File: config.mk
export PLATFORM = sky130hd
export DESIGN_NAME = id_stage
export DESIGN_NICKNAME = d
export VERILOG_FILES = /design/src/rtl/mips_pkg.sv /design/src/rtl/id_reg_file.sv /design/src/rtl/id_stage.sv
export SDC_FILE = /design/constraint.sdc
export NUM_CORES = 2
export LEC_CHECK = 0
export ABC_CLOCK_PERIOD_IN_PS = 2980
export BUFFER_PORTS_ARGS = -buffer_cell sky130_fd_sc_hd__buf_2
export CORE_MARGIN = 4
export CORE_UTILIZATION = 40
export CTS_CLUSTER_SIZE = 8
export DETAILED_ROUTE_END_ITERATION = 7
export PLACE_DENSITY = 0.56
export SLEW_MARGIN = 25
export SYNTH_ARGS = -nofsm -noshare
export SYNTH_HDL_FRONTEND = slang
export SYNTH_HIERARCHICAL = 1
export SYNTH_SLANG_ARGS = --single-unit
File: constraint.sdc
create_clock -name CLK -period 2.98 [get_ports CLK]
set_input_delay 0.447 -clock CLK [delete_from_list [all_inputs] [get_ports CLK]]
set_output_delay 0.447 -clock CLK [all_outputs]
set_load 0.02 [all_outputs]
File: src/rtl/mips_pkg.sv
// Shared MIPS pipeline definitions: opcodes, ALU operation classes and control bundle.
package mips_pkg;

  localparam int DATA_W    = 32;
  localparam int REG_IDX_W = 5;

  localparam logic [5:0] OP_RTYPE = 6'b000000;
  localparam logic [5:0] OP_BEQ   = 6'b000100;
  localparam logic [5:0] OP_ADDI  = 6'b001000;
  localparam logic [5:0] OP_LW    = 6'b100011;
  localparam logic [5:0] OP_SW    = 6'b101011;

  typedef enum logic [1:0] {
    ALU_ADD   = 2'b00,
    ALU_SUB   = 2'b01,
    ALU_FUNCT = 2'b10
  } alu_op_e;

  typedef struct packed {
    logic    reg_dst;
    logic    alu_src;
    logic    mem_to_reg;
    logic    reg_write;
    logic    mem_read;
    logic    mem_write;
    logic    branch;
    alu_op_e alu_op;
  } ctrl_t;

  function automatic ctrl_t decode(input logic [5:0] opcode);
    ctrl_t c;
    c = '0;
    case (opcode)
      OP_RTYPE: begin
        c.reg_dst   = 1'b1;
        c.reg_write = 1'b1;
        c.alu_op    = ALU_FUNCT;
      end
      OP_LW: begin
        c.alu_src    = 1'b1;
        c.mem_to_reg = 1'b1;
        c.reg_write  = 1'b1;
        c.mem_read   = 1'b1;
      end
      OP_SW: begin
        c.alu_src   = 1'b1;
        c.mem_write = 1'b1;
      end
      OP_BEQ: begin
        c.branch = 1'b1;
        c.alu_op = ALU_SUB;
      end
      OP_ADDI: begin
        c.alu_src   = 1'b1;
        c.reg_write = 1'b1;
      end
      default: c = '0;
    endcase
    return c;
  endfunction

  // Instructions that read rt as a source operand (I-type loads/addi only write it).
  function automatic logic uses_rt(input logic [5:0] opcode);
    return (opcode == OP_RTYPE) || (opcode == OP_SW) || (opcode == OP_BEQ);
  endfunction

endpackage

File: src/rtl/id_reg_file.sv
// 32x32 register file: two asynchronous read ports with write-back bypass, one write port.
module id_reg_file
  import mips_pkg::*;
(
  input  logic                 clk,
  input  logic                 rst_n,
  input  logic                 we,
  input  logic [REG_IDX_W-1:0] wr_idx,
  input  logic [DATA_W-1:0]    wr_data,
  input  logic [REG_IDX_W-1:0] rd_idx_a,
  input  logic [REG_IDX_W-1:0] rd_idx_b,
  output logic [DATA_W-1:0]    rd_data_a,
  output logic [DATA_W-1:0]    rd_data_b
);

  logic [DATA_W-1:0] regs [32];

  // NOTE: the array is reset because every register must read 0 after reset;
  // this costs a flop-based array instead of an inferred RAM.
  always_ff @(posedge clk or negedge rst_n) begin
    if (!rst_n) begin
      for (int i = 0; i < 32; i++) regs[i] <= '0;
    end else if (we && (wr_idx != '0)) begin
      regs[wr_idx] <= wr_data;
    end
  end

  function automatic logic [DATA_W-1:0] read_port(input logic [REG_IDX_W-1:0] idx);
    if (idx == '0)                        return '0;
    else if (we && (wr_idx == idx))       return wr_data;
    else                                  return regs[idx];
  endfunction

  assign rd_data_a = read_port(rd_idx_a);
  assign rd_data_b = read_port(rd_idx_b);

endmodule

File: src/rtl/id_stage.sv
// MIPS instruction-decode stage: control decode, register read, load-use hazard
// detection and the ID/EX pipeline register.
module id_stage
  import mips_pkg::*;
(
  input  logic        CLK,
  input  logic        RST_N,
  input  logic [31:0] NEXT_INS_ADR_IN,
  input  logic [31:0] CUR_INS_IN,
  input  logic        WB_REG_WRITE,
  input  logic [4:0]  WB_WRITE_REG,
  input  logic [31:0] WB_WRITE_DATA,
  input  logic        FLUSH,
  output logic        STALL,
  output logic [31:0] NEXT_INS_ADR_OUT,
  output logic [31:0] READ_DATA_1_OUT,
  output logic [31:0] READ_DATA_2_OUT,
  output logic [31:0] SIGN_EXT_IMM_OUT,
  output logic [4:0]  RS_OUT,
  output logic [4:0]  RT_OUT,
  output logic [4:0]  RD_OUT,
  output logic        REG_DST_OUT,
  output logic        ALU_SRC_OUT,
  output logic        MEM_TO_REG_OUT,
  output logic        REG_WRITE_OUT,
  output logic        MEM_READ_OUT,
  output logic        MEM_WRITE_OUT,
  output logic        BRANCH_OUT,
  output logic [1:0]  ALU_OP_OUT
);

  logic [5:0]           opcode;
  logic [REG_IDX_W-1:0] rs, rt, rd;
  logic [DATA_W-1:0]    rd_data_1, rd_data_2, imm_ext;
  logic                 hazard, bubble;
  ctrl_t                ctrl_q;

  assign opcode  = CUR_INS_IN[31:26];
  assign rs      = CUR_INS_IN[25:21];
  assign rt      = CUR_INS_IN[20:16];
  assign rd      = CUR_INS_IN[15:11];
  assign imm_ext = {{16{CUR_INS_IN[15]}}, CUR_INS_IN[15:0]};

  id_reg_file u_reg_file (
    .clk       (CLK),
    .rst_n     (RST_N),
    .we        (WB_REG_WRITE),
    .wr_idx    (WB_WRITE_REG),
    .wr_data   (WB_WRITE_DATA),
    .rd_idx_a  (rs),
    .rd_idx_b  (rt),
    .rd_data_a (rd_data_1),
    .rd_data_b (rd_data_2)
  );

  // A load in EX whose destination feeds this instruction must wait one cycle.
  assign hazard = ctrl_q.mem_read && (RT_OUT != '0) &&
                  ((RT_OUT == rs) || ((RT_OUT == rt) && uses_rt(opcode)));
  assign STALL  = hazard && !FLUSH;
  assign bubble = hazard || FLUSH;

  // NOTE: pipeline state uses non-blocking assignments so every flop samples
  // pre-edge values regardless of statement order.
  always_ff @(posedge CLK or negedge RST_N) begin
    if (!RST_N) begin
      ctrl_q           <= '0;
      NEXT_INS_ADR_OUT <= '0;
      READ_DATA_1_OUT  <= '0;
      READ_DATA_2_OUT  <= '0;
      SIGN_EXT_IMM_OUT <= '0;
      RS_OUT           <= '0;
      RT_OUT           <= '0;
      RD_OUT           <= '0;
    end else begin
      ctrl_q           <= bubble ? ctrl_t'('0) : decode(opcode);
      NEXT_INS_ADR_OUT <= NEXT_INS_ADR_IN;
      READ_DATA_1_OUT  <= rd_data_1;
      READ_DATA_2_OUT  <= rd_data_2;
      SIGN_EXT_IMM_OUT <= imm_ext;
      RS_OUT           <= rs;
      RT_OUT           <= rt;
      RD_OUT           <= rd;
    end
  end

  assign REG_DST_OUT    = ctrl_q.reg_dst;
  assign ALU_SRC_OUT    = ctrl_q.alu_src;
  assign MEM_TO_REG_OUT = ctrl_q.mem_to_reg;
  assign REG_WRITE_OUT  = ctrl_q.reg_write;
  assign MEM_READ_OUT   = ctrl_q.mem_read;
  assign MEM_WRITE_OUT  = ctrl_q.mem_write;
  assign BRANCH_OUT     = ctrl_q.branch;
  assign ALU_OP_OUT     = ctrl_q.alu_op;

endmodule

=== Word-level counts from Yosys, hierarchy flattened ===
Index checks and enable logic that the tools add are counted.

* Bits of input ports: 105
* Flip-flop bits (word level): 1,160
* Word-level logic and storage cells: 103
* Output and inout bits: 153

* Muxes and demuxes: 21
* Bitwise operators: 3
* Reductions and logical operators: 20
* Equal/unequal tests: 8
* $lt $le $gt $ge: 4

{| class="wikitable"
|+ Operators by type and width
! operator !! count
|-
| 1024-bit bitwise mux || 1
|-
| 32-bit binary-select mux with 5-bit select || 2
|-
| 32-bit two-way mux || 9
|-
| 32-bit demux with 5-bit select || 1
|-
| 5-bit == test || 4
|-
| 6-bit >= comparator (second input constant) || 3
|-
| 5-bit inverter with 6-bit output || 3
|-
| 6-bit == test (second input constant) || 2
|-
| 5-bit zero test || 2
|-
| 5-bit nonzero test || 2
|-
| 9-bit two-way mux || 1
|-
| 1-bit logical AND || 8
|-
| 6-bit by 3-bit == test with 1-bit output (second input constant) || 1
|-
| 6-bit by 4-bit == test with 1-bit output (second input constant) || 1
|-
| 6-bit zero test || 1
|-
| 6-bit by 1-bit < comparator with 1-bit output (second input constant) || 1
|-
| 1-bit two-way mux || 6
|-
| 3-bit OR reduction || 2
|-
| 1-bit logical OR || 4
|-
| 2-bit case mux with 2 select lines || 1
|-
| 1-bit zero test || 1
|}

=== Longest topological paths before layout ===
* Depth after elaboration: 8
* Gate-level depth with buffers: 10
* Depth with buffers taken out: 5

=== Cells and area by module ===
Netlist, hierarchy kept.

{| class="wikitable"
|+ Modules (own cells, without submodules)
! module !! times used !! seq. area each (um^2) !! cells each !! area each (um^2)
|-
| id_reg_file || 1 || 25,624.6 || 3,792 || 54,800.1
|-
| id_stage || 1 || 3,253.1 || 195 || 3,738.6
|}

=== Worst setup path before layout ===
OpenSTA, ideal clock, no wires.

* Kind: input to register
* From: input port CUR_INS_IN[21]
* To: register READ_DATA_1_OUT[11]
* Library setup time: 121 ps
* Buffers on the path: 4
* Arrival time: 2,235 ps
* Required time: 2,859 ps
* Stages on the path: 9
* Slack: 624 ps
* Path through: buf_2 > buf_2 > buf_2 > buf_2 > mux2i_1 > o22ai_1 > a2111oi_0 > a21oi_1 > a22o_1

* Cells in the longest elaborated chain, start to end: 6
* Elaborated cells on any way between the ends: 9
* Those cells by class: 1 x eq/ne; 5 x mux; 1 x bitwise; 2 x reduce/logical

{| class="wikitable"
|+ Ends and longest elaborated chain
! what !! line !! text
|-
| from (decl) || id_stage.sv:9 || <nowiki>input logic [31:0] CUR_INS_IN,</nowiki>
|-
| 5-bit inverter with 6-bit output (implied by the code) || id_reg_file.sv:31 || <nowiki>else return regs[idx];</nowiki>
|-
| 32-bit binary-select mux with 5-bit select || id_reg_file.sv:31 ||
|-
| 32-bit two-way mux (implied by the code) (2 in series) || id_reg_file.sv:31 ||
|-
| 32-bit two-way mux || id_reg_file.sv:30 || <nowiki>else if (we && (wr_idx == idx)) return wr_data;</nowiki>
|-
| 32-bit two-way mux * || id_reg_file.sv:29 || <nowiki>if (idx == '0) return '0;</nowiki>
|-
| named net rd_data_1[11] || id_stage.sv:34 || <nowiki>logic [DATA_W-1:0] rd_data_1, rd_data_2, imm_ext;</nowiki>
|-
| to (signal assigned) || id_stage.sv:77 || <nowiki>READ_DATA_1_OUT <= rd_data_1;</nowiki>
|-
| to (decl) || id_stage.sv:16 || <nowiki>output logic [31:0] READ_DATA_1_OUT,</nowiki>
|}

The timed path passes the listed nets; every way through them passes the cells marked *. The select of a mux whose other input is x is not followed.
A chain may end at the register's enable or synchronous reset.

=== Worst setup path after layout ===
* From: register RT_OUT[1]
* To: output port STALL

* Cells in the longest elaborated chain, start to end: 5
* Elaborated cells on any way between the ends: 8
* Those cells by class: 2 x eq/ne; 6 x reduce/logical

{| class="wikitable"
|+ Ends and longest elaborated chain
! what !! line !! text
|-
| from (decl) || id_stage.sv:20 || <nowiki>output logic [4:0] RT_OUT,</nowiki>
|-
| from (signal assigned) || id_stage.sv:81 || <nowiki>RT_OUT <= rt;</nowiki>
|-
| 5-bit == test || id_stage.sv:58 || <nowiki>((RT_OUT == rs) || ((RT_OUT == rt) && uses_rt(opcode)));</nowiki>
|-
| 1-bit logical AND || id_stage.sv:58 ||
|-
| 1-bit logical OR || id_stage.sv:58 ||
|-
| 1-bit logical AND * || id_stage.sv:57 || <nowiki>assign hazard = ctrl_q.mem_read && (RT_OUT != '0) &&</nowiki>
|-
| 1-bit logical AND * || id_stage.sv:59 || <nowiki>assign STALL = hazard && !FLUSH;</nowiki>
|-
| to (decl) || id_stage.sv:14 || <nowiki>output logic STALL,</nowiki>
|}

Mark *: on every way between the ends. The rest lies on a longest branch, timed or not.

==> results by group <==
Run status
  – Status: finished clean

Global route
  – Global routing usage on met1: 0.388
  – Vias in the first global route: 40135
  – Busiest layer in global routing: met2
  – Initial antenna violation count: 28
  – Met3 GRT Util: 0.0555
  – Met2 global-route usage: 0.430
  – First-pass GRT wire length: 303000 um
  – Gr ovfl total: 0
  – Total Routing Usage GR: 0.276
  – Largest net degree at the start of global routing: 98

Yosys
  – Cell area after synthesis: 0.0585 mm2
  – Mapped Avg Cell Area: 14.7 um2
  – Post-Syn Nets: 4092
  – Yosys top cell area share: 0.493
  – Leading area contributor after synthesis: dfrtp_1
  – Synth cell types: 60
  – Cells after synthesis: 3987
  – Sequential area share after synthesis: 0.493
  – Synth Register Bits: 1154
  – Asr flop ratio synth: 1.00
  – Synth top area cells: dfrtp_1 (49%), mux2_2 (21%), mux4_2 (14%)
  – Number of flops mapped to enable cells by yosys: 0
  – Top FF cell, synth: dfrtp_1
  – Yosys synthesis warning count: 6

Clock tree
  – CTS clk-pin slew, worst paths: 50 ps
  – CTS resizes: 0
  – Bufs on Longest Clock Path: 3
  – CTS tree: built
  – Clk sinks: 1154
  – Number of H-tree levels: 4
  – CTS buffer count: 163
  – Later-pin clock latency in the skew report: 780 ps
  – Root Buffer: clkbuf_16

Detailed routing
  – Residual DRC: 0
  – DRT iter0 DRCs: 3563
  – Total Routed Length: 212000 um
  – Avg WL per Cell: 34.0 um
  – ANT nets after route: 0
  – Vias per cell: 6.32
  – Via count: 39415
  – Total iterations of the first detailed-routing run: 5

Layout
  – Layout cells sized above 1: 0.517
  – Most common cell after layout, fill and taps aside: dfrtp_1
  – Layout area overhead: 17.1%
  – Finished Layout Cells: 6236
  – Multi-input gate area: 0.0277 mm2
  – # fillers: 12788
  – Nets: 4393
  – FF+latch area: 0.0289 mm2
  – Final instance area: 0.0686 mm2
  – Layout Utilization: 0.471
  – Commonest non-fill, non-tap cells in the layout: dfrtp_1 (1154), mux2_2 (1067), mux4_2 (376)

Placement
  – Dpl cells: 5984
  – HPWL after DPL: 132000 um
  – Area after DPL: 0.0636 mm2
  – RePlAce Congestion: 0.836
  – IO Port Bufs: 257

Setup path
  – Startpoint Class: register
  – Worst Path Class, Setup: register to primary output
  – CP Max Fanout: 4
  – Worst EP arrival: 2300 ps
  – Crit path largest cell delay: 570 ps
  – Buf+Inv Stages, Crit Path: 1
  – Cell family with most CP delay: simple AND/OR/NAND/NOR gates
  – Req. time, crit path: 2530 ps
  – Crit path cell chain: or4_4 > o21ai_4 > nor2_1 > o21a_1 > buf_2
  – Slowest cell on crit path: or4_4
  – CP Capture Type: primary output

Timing
  – Final Hold Viols: 0
  – Setup_tns: 0 ps
  – Tightest Pin Transition: 1030 ps
  – Slew Viols, Final: 0
  – Peak Freq: 0.364 GHz
  – RSZ-0062 raised after global routing: no
  – Max-slew headroom: 0.312
  – Final Critical Period: 2750 ps
  – Max Clock Skew: 17.8 ps
  – Period utilization: 0.922
  – Setup Viol. Count Final: 0

Run
  – MaxCap Viol Count: 0

Floorplanning
  – Initial core utilization: 0.402
  – Total core area: 0.146 mm2
  – Die Ht: 391 um
  – Die Width: 391 um
  – Die Area: 0.153 mm2
  – Row count: 140
  – I/O pins: 258

Pwr
  – IR drop worst, VDD: 450 uV
  – Leakage: 30.3 nW
  – Power density cells: 679 mW/mm2

Worst hold path
  – Hold Path Class: primary input to register
-- power by group --
part,leakage (nW),switching (W),internal [W],total (W)
logic,13.4,0.00381,0.00509,0.00889
registers,14.7,0.00221,0.0185,0.0207
clock network,2.16,0.00705,0.00984,0.0169
total,30.3,0.0131,0.0335,0.0465
-- state kept, by name, indices dropped and copies added, names as in the netlist, 2 cells and up --
name,count
READ_DATA_2_OUT,32
RS_OUT,5
READ_DATA_1_OUT,32
RD_OUT,5
ALU_OP_OUT,2
NEXT_INS_ADR_OUT,32
RT_OUT,5
u_reg_file/regs,1024
SIGN_EXT_IMM_OUT,11
-- metal layers --
metal	vias up	wire, um	part of all wire
met5	-	13	0.000061
met4	2	6710	0.032
met3	383	16300	0.077
met2	1859	98200	0.46
met1	21312	90500	0.43
li1	15859	-	-
-- timing repair --
action                                 in CTS  in global routing
buffers inserted                            0                  0
setup endpoints to repair                   0                  0
endpoints found under the hold margin     100                  0
hold buffers                               56                  0
-- cells in the mapped netlist, types with 3 or more instances --
| cell | count |
|---|---|
| xnor2_1 | 20 |
| a221o_1 | 4 |
| o221a_2 | 3 |
| o21ai_0 | 24 |
| nor3_1 | 36 |
| nand2_1 | 34 |
| dfrtp_1 | 1154 |
| nand2b_1 | 6 |
| nand4_1 | 3 |
| nor2b_1 | 11 |
| mux2i_1 | 222 |
| nor3b_1 | 7 |
| a31oi_1 | 4 |
| nand3_1 | 3 |
| buf_1 | 63 |
| buf_4 | 51 |
| a211o_1 | 10 |
| a22oi_1 | 94 |
| o211ai_1 | 4 |
| a221oi_1 | 4 |
| nand3b_1 | 6 |
| clkbuf_1 | 248 |
| buf_6 | 17 |
| a21oi_1 | 94 |
| o221ai_1 | 39 |
| buf_2 | 78 |
| a211oi_1 | 6 |
| mux2_1 | 8 |
| mux4_2 | 376 |
| or3_1 | 5 |
| o2111ai_1 | 7 |
| nor2_1 | 67 |
| and2_1 | 3 |
| nor4_1 | 11 |
| o22ai_1 | 66 |
| a2111oi_0 | 32 |
| mux2_2 | 1067 |
| a22o_1 | 71 |
| buf_8 | 3 |
-- kinds of logic after synthesis --
kind of cell / share of synthesized area
AOI/OAI and AO/OA: 0.0575
xor gates and xnor gates: 0.00299
buffers and inverters: 0.0377
DFF: 0.493
muxes: 0.390
and+or+nand+nor: 0.0182
-- tightest hold or removal path, cell delays in order --
cell and delay [ps]:
buf_2 90, or4_4 120, or4b_4 120, nor3_1 40
-- area by class of cell --
| type | count | area share |
|---|---|---|
| sequential | 1154 | 0.421 |
| timing repair buffer | 598 | 0.0749 |
| antenna | 10 | 0.000365 |
| inverter | 1 | 0.0000547 |
| tap | 1917 | 0.0350 |
| clock buffer | 171 | 0.0608 |
| multi-input combinational | 2370 | 0.404 |
| clock inverter | 15 | 0.00347 |
-- worst paths after layout --
path,cells after the start,to,slack [ps],from
hold / removal,4,BRANCH_OUT,90,CUR_INS_IN[31]
min in group asynchronous,2,RD_OUT[0],200,RST_N
hold reg to reg,0,u_reg_file/regs[1011],390,u_reg_file/regs[1011]
setup / recovery,5,STALL,230,RT_OUT[1]
setup reg to reg,6,READ_DATA_1_OUT[11],780,u_reg_file/regs[619]
max in group asynchronous,3,NEXT_INS_ADR_OUT[22],1660,RST_N
-- metrics by stage --
step | power (W) | setup WS [ps] | hold slack [ps]
final | 0.0465 | 233 | 87.8
after CTS | 0.0468 | 179 | 45.5
after global routing | 0.0484 | 154 | 67.0
after detailed placement | 0.0297 | 122 | 383
after floorplan | 0.0265 | 624 | 151
after global placement | 0.0295 | 113 | 377
Power figures use the tool's default switching activity.
